<file path="src/rtl/mem_stage.sv">
// mem_stage: memory-access stage. Holds the EXE->MEM pipeline register, runs loads
// and stores over a req/ack data port and forwards aligned results to write-back.
module mem_stage #(
    parameter int unsigned EXE_MEM_W = 155,
    parameter int unsigned MEM_WB_W  = 120
) (
    input  logic                 clk,
    input  logic                 reset,
    input  logic                 EXE_over,
    input  logic [EXE_MEM_W-1:0] EXE_MEM_bus,
    output logic                 MEM_allow_in,
    input  logic                 WB_allow_in,
    input  logic                 cancel,
    output logic                 MEM_over,
    output logic [MEM_WB_W-1:0]  MEM_WB_bus,
    output logic [4:0]           MEM_wdest,
    output logic                 MEM_rf_wen,
    output logic [31:0]          MEM_pc,
    output logic                 dm_req,
    output logic [3:0]           dm_wen,
    output logic [31:0]          dm_addr,
    output logic [31:0]          dm_wdata,
    input  logic                 dm_ack,
    input  logic [31:0]          dm_rdata
);

    typedef enum logic [1:0] {S_IDLE, S_REQ, S_DONE, S_DRAIN} state_t;

    state_t               state, state_nx;
    logic                 MEM_valid;
    logic [EXE_MEM_W-1:0] bus_r;
    logic [31:0]          rdata_r;

    logic        inst_load, inst_store, ls_word, lb_sign;
    logic [31:0] store_data, exe_result, lo_result, pc;
    logic [5:0]  hilo_cp0_flags;
    logic [7:0]  cp0r_addr;
    logic        syscall, eret, rf_wen, overflow;
    logic [4:0]  rf_wdest;

    assign {inst_load, inst_store, ls_word, lb_sign, store_data, exe_result, lo_result,
            hilo_cp0_flags, cp0r_addr, syscall, eret, rf_wen, rf_wdest, overflow, pc} = bus_r;

    logic is_mem, addr_err, in_mem, in_addr_err, new_mem_op;
    logic [7:0]  load_byte;
    logic [31:0] mem_result;

    assign is_mem   = inst_load | inst_store;
    assign addr_err = MEM_valid & is_mem & ls_word & (exe_result[1:0] != 2'b00);

    // Decode of the incoming bus so the REQ state is entered on the latching edge.
    assign in_mem      = EXE_MEM_bus[154] | EXE_MEM_bus[153];
    assign in_addr_err = EXE_MEM_bus[152] & (EXE_MEM_bus[88:87] != 2'b00);

    assign MEM_over = MEM_valid & ~cancel & (state != S_DRAIN)
                    & (~is_mem | addr_err | (state == S_DONE));
    assign MEM_allow_in = (state != S_DRAIN) & (~MEM_valid | (MEM_over & WB_allow_in));
    assign new_mem_op   = MEM_allow_in & EXE_over & ~cancel & in_mem & ~in_addr_err;

    always_comb begin
        state_nx = state;
        case (state)
            S_IDLE:  if (new_mem_op) state_nx = S_REQ;
            S_REQ: begin
                if (cancel)      state_nx = dm_ack ? S_IDLE : S_DRAIN;
                else if (dm_ack) state_nx = S_DONE;
            end
            S_DONE: begin
                if (cancel)                        state_nx = S_IDLE;
                else if (MEM_over && WB_allow_in)  state_nx = new_mem_op ? S_REQ : S_IDLE;
            end
            S_DRAIN: if (dm_ack) state_nx = S_IDLE;
            default: state_nx = S_IDLE;
        endcase
    end

    always_ff @(posedge clk or posedge reset) begin
        if (reset) begin
            state     <= S_IDLE;
            MEM_valid <= 1'b0;
            bus_r     <= '0;
            rdata_r   <= '0;
        end else begin
            state <= state_nx;
            if (MEM_allow_in) begin
                MEM_valid <= EXE_over & ~cancel;
                if (EXE_over) bus_r <= EXE_MEM_bus;
            end else if (cancel) begin
                // A request already on the port keeps running in DRAIN; the instruction itself is dead.
                MEM_valid <= 1'b0;
            end
            if (state == S_REQ && dm_ack) rdata_r <= dm_rdata;
        end
    end

    assign dm_req   = (state == S_REQ) | (state == S_DRAIN);
    assign dm_addr  = exe_result;
    assign dm_wen   = (dm_req & inst_store) ? (ls_word ? 4'b1111 : (4'b0001 << exe_result[1:0])) : '0;
    assign dm_wdata = ls_word ? store_data : {4{store_data[7:0]}};

    always_comb begin
        case (exe_result[1:0])
            2'd1:    load_byte = rdata_r[15:8];
            2'd2:    load_byte = rdata_r[23:16];
            2'd3:    load_byte = rdata_r[31:24];
            default: load_byte = rdata_r[7:0];
        endcase
        if (!inst_load)   mem_result = exe_result;
        else if (ls_word) mem_result = rdata_r;
        else              mem_result = {{24{lb_sign & load_byte[7]}}, load_byte};
    end

    assign MEM_WB_bus = {rf_wen, rf_wdest, mem_result, lo_result, hilo_cp0_flags, cp0r_addr,
                         syscall, eret, overflow, addr_err, pc};
    assign MEM_wdest  = MEM_valid ? rf_wdest : '0;
    assign MEM_rf_wen = MEM_valid & rf_wen;
    assign MEM_pc     = pc;

endmodule

</file>
<file path="config.mk">
export PLATFORM = sky130hd
export DESIGN_NAME = mem_stage
export DESIGN_NICKNAME = d
export VERILOG_FILES = /design/src/rtl/mem_stage.sv
export SDC_FILE = /design/constraint.sdc
export NUM_CORES = 1
export LEC_CHECK = 0
export ABC_AREA = 1
export BUFFER_PORTS_ARGS = -buffer_cell sky130_fd_sc_hd__buf_2
export CORE_AREA = 5 5 162 164
export CTS_BUF_LIST = sky130_fd_sc_hd__clkbuf_16
export DETAILED_ROUTE_END_ITERATION = 12
export DIE_AREA = 0 0 167 169
export GPL_TIMING_DRIVEN = 1
export MAX_ROUTING_LAYER = met4
export PLACE_DENSITY = 0.78
export SYNTH_ARGS = -nofsm -noshare
export SYNTH_HDL_FRONTEND = slang
export SYNTH_SLANG_ARGS = --single-unit
</file>
<file path="constraint.sdc">
create_clock -name clk -period 7.5 [get_ports clk]
set_clock_uncertainty 0.1 [all_clocks]
set_input_delay 1.5 -clock clk [delete_from_list [all_inputs] [get_ports clk]]
set_output_delay 1.5 -clock clk [all_outputs]
set_load 0.03 [all_outputs]
</file>
Word-level counts from Yosys, hierarchy flattened

Cells that the tools add are included.
Widths: inputs -> output; s select.

Add/sub/neg operators: 0
Multipliers: 0
Divide/modulo/power cells: 0
Order comparisons: 0
Eq/ne operators: 11
Shifts and indexed selects: 1
Multiplexer cells: 18
Bitwise operators: 27
Reduce and logical (&&, ||, !) cells: 8

Operator list:

| operator            | number |
|---|---|
| $mux 32             | 3 |
| $pmux 8 s3          | 1 |
| $and 1x1->1         | 17 |
| $mux 2              | 7 |
| $eq 2x2->1 const B  | 4 |
| $mux 4              | 2 |
| $pmux 2 s4          | 1 |
| $ne 2x2->1 const B  | 3 |
| $or 1x1->1          | 6 |
| $reduce_bool 2->1   | 3 |
| $mux 5              | 1 |
| $eq 2x1->1 const B  | 2 |
| $not 1->1           | 4 |
| $reduce_and 4->1    | 1 |
| $shl 1x2->4 const A | 1 |
| $mux 1              | 3 |
| $ne 3x2->1 const B  | 1 |
| $ne 3x3->1 const B  | 1 |
| $logic_and 1x1->1   | 2 |
| $logic_not 2->1     | 1 |
| $reduce_and 2->1    | 1 |

Bits in registers: 190
Bits in latches: 0
RAM bits: 0
ROM bits: 0
Logic and storage cells: 69
Memories: 0

Logic depth before layout (Yosys ltp)

Word-level depth: 18
Gate-level depth with buffers: 13

Least setup slack after synthesis

OpenSTA, ideal clock, no wires.

Path kind: input -> output
Start: input cancel
End: output MEM_over
Arrival time: 2.090 ns
Setup slack: 3.810 ns
Stages: 4
Path buffers: 0
Cell sequence: inv_1 nand2_1 nor2_2 and2_1

Word-level cells in the longest chain between the ends: 4

Ends and longest elaborated chain:

| item                     | line | text |
|---|---|---|
| start: declaration       | 13   | `input logic cancel,` |
| $not 1->1                | 55   | `assign MEM_over = MEM_valid & ~cancel & (state != S_DRAIN)` |
| $and 1x1->1 (2 in a row) | 55   |  |
| $and 1x1->1              | 56   | `& (~is_mem \| addr_err \| (state == S_DONE));` |
| end: declaration         | 14   | `output logic MEM_over,` |

No other way between the ends.

Worst setup path in the final report

Start: register bus_r[88]
End: output MEM_WB_bus[92]

Word-level cells in the longest chain between the ends: 5

Ends and longest elaborated chain:

| item                                     | line | text |
|---|---|---|
| start: declaration                       | 31   | `logic [EXE_MEM_W-1:0] bus_r;` |
| start signal: assignment                 | 87   | `if (EXE_over) bus_r <= EXE_MEM_bus;` |
| $eq 2x2->1 or $eq 2x1->1 (tied branches) | 102  | `case (exe_result[1:0])` |
| $pmux 8 s3 (*)                           | 102  |  |
| $and 1x1->1 (*)                          | 110  | `else mem_result = {{24{lb_sign & load_byte[7]}}, load_byte};` |
| $mux 32 (*)                              | 109  | `else if (ls_word) mem_result = rdata_r;` |
| $mux 32 (*)                              | 108  | `if (!inst_load) mem_result = exe_result;` |
| end: declaration                         | 15   | `output logic [MEM_WB_W-1:0] MEM_WB_bus,` |

Every way passes the cells marked *; elsewhere a longest branch is shown, timed or not.

==> run metrics <==
die width=167 um; Hold Crit Endpoint=bus_r[142]; dpl hpwl=21600 um; Post-Layout Cell Count=around 1700; Power Total=between 4 and 5 mW; Syn Area/Cell=between 8 and 9 um^2; Worst Setup End Kind=output pin; number of global-route vias before repair=8072; Pins Over Slew Limit=0; total CTS buffers=17; count of cell types in the netlist=26; clk_lat worst skew=around 0.43 ns; final worst-path cycle share=between 50% and 60%; Layout Cell Area excl Fill=around 11000 um^2; Syn Inst Count=approximately 1200; RSZ-0062 raised after global routing=no; final hold vios=0; Port Buf Inserts=between 400 and 500; # H-tree levels=4; clk sinks=190; final setup fails=0; Cells after DPL=~1700; fmax=between 200 and 250 MHz; Setup CP Type=flip-flop to output pin; CTS tree=done; Clock transition at path regs=roughly 0.070 ns; num ports=between 400 and 500; drt total wl=about 30000 um; register area share after synthesis=between 40% and 50%; Die Y-Extent=between 150 and 200 um; FF-to-FF End=bus_r[123]; Worst setup SP type=flip-flop; worst reg2reg path depth=12; Setup Buffers After CTS=0; placed inst area=between 10000 and 15000 um^2; worst r2r src=bus_r[152]; die area=roughly 28000 um^2; proportion of layout cells with a drive suffix above 1=approximately 36%; reg-to-reg slack, setup=a little over 4 ns; area added between synthesis and finish=16.5%; post-synth top area share=49.4%; CP max FO=24; CP Data Required Time=5.90 ns; max-cap check violation count=0; post-layout util=45.3%; hold buffer count at cts=0; Mapped Area=~9600 um^2; DRC=0; Min-Delay Startpoint=bus_r[142]; hold path depth=2; Final TNS setup=0 ns; DR vias/cell=about 4.7; Worst Tran Pin Value=approximately 1.1 ns; drt pass-1 iters=5; initial antenna violation count=1; largest net degree at the start of global routing=approximately 120; Iter 0 DRT Violations=approximately 500; slew margin rel.=around 29%; post-cts gate resize count=0; Tmin final=approximately 4.2 ns; worst min path class=flip-flop to flip-flop; routed vias=8172; CTS Buffer Depth=2; Root Buffer=clkbuf_16; final RePlAce weighted congestion=0.867; Synth area leaders=dfrtp_1 49%, nand2_1 21%, buf_4 13%; largest area contributor in the netlist=dfrtp_1; status=completed; GRT overflow=0; total track usage=20.5%; Routed WL per cell=between 15 and 20 um; Seq cells post-synth=190; leakage power=around 6.5 nW; maximum vdd drop=about 180 uV; Net Count, Synth=1354; nets=1584; Synth warnings=0; Initial Utilization=about two fifths; PwrDens=approximately 390 nW/um^2; Site Rows=58; Post-DRT Antenna Nets=0; first-pass GRT wire length=between 40000 and 50000 um; WP data arrival=roughly 2.6 ns; core area=roughly 25000 um^2
## how the worst max path moves through the flow
stage                    from              end  slack [ns]
finish              bus_r[88]   MEM_WB_bus[92]        3.32
global route        bus_r[87]  MEM_WB_bus[111]        3.10
CTS                 bus_r[88]   MEM_WB_bus[92]        3.33
detailed placement     cancel       bus_r[123]        3.42
global placement       cancel        bus_r[93]        3.50
floorplan               reset        MEM_valid        0.73
## cell usage in the layout (no fill, tap or decap), types with 6 or more instances in the layout
cell and instances:
inv_1 26, nand3_1 6, nor2_1 36, clkbuf_16 17
o21ai_0 27, dfrtp_1 189, a31oi_1 8, nand2_1 539
buf_2 421, mux2_2 32, a21oi_1 61
## power by group
group	leakage, nW	internal [mW]	switching, mW
Clock	0.281	0.472	0.443
Combinational	3.89	0.551	1.39
Sequential	2.32	1.33	0.244
## stage by stage
| stage | hold WS, ns | setup WS (ns) |
|---|---|---|
| global placement | 0.358 | 3.50 |
| global route | 0.398 | 3.10 |
| CTS | 0.385 | 3.33 |
| detailed placement | 0.363 | 3.42 |
| finish | 0.381 | 3.32 |
| floorplan | 0.349 | 0.730 |
## flip-flops by register name, summed over array words and instances (netlist names)
| signal | cells |
|---|---|
| bus_r | 155 |
| rdata_r | 32 |
| state | 2 |
| MEM_valid | 1 |
## area by class of cell
cell class                      instances  area [um^2]
Antenna cell                            1         2.50
Clock inverter                         13          151
Timing Repair Buffer                  427         2160
Sequential cell                       190         4760
Clock buffer                           17          425
Inverter                               32          130
Fill cell                            2485        13500
Multi-Input combinational cell        723         3160
Tap cell                              330          413
## cells by family after synthesis
logic type             after synthesis  share of synthesized area (%)
buffers and inverters              248                           17.9
and+or+nand+nor                    594                           23.8
AOI/OAI and AO/OA                   97                           5.18
DFF                                190                           49.4
muxes                               32                           3.75
## cells in the mapped netlist (all sizes together)
cell / count
and2: 1
a22oi: 1
nand4: 2
o21ai: 27
nor3: 1
clkbuf: 13
nand3: 7
nor2: 38
or2: 2
buf: 203
nand2: 543
a21oi: 61
mux2: 32
inv: 32
a31oi: 8
dfrtp: 190
## per-layer routing
metal	GRT usage, %	vias to the layer above	part of all wire (%)
li1	-	3879	-
met1	24.5	3886	41
met2	34.2	370	49
met3	5.77	37	8.4
met4	6.05	0	2.3
met5	-	-	0
## worst max-delay path: stages, from the launching register on
cell and delay [ns]:
dfrtp_1 0.44, nor2_2 0.33, nand2_1 0.09, nand3_1 0.13, nand4_2 0.54, a21oi_1 0.39, buf_2 0.24
Note: power is estimated with default switching activity, not from simulation.
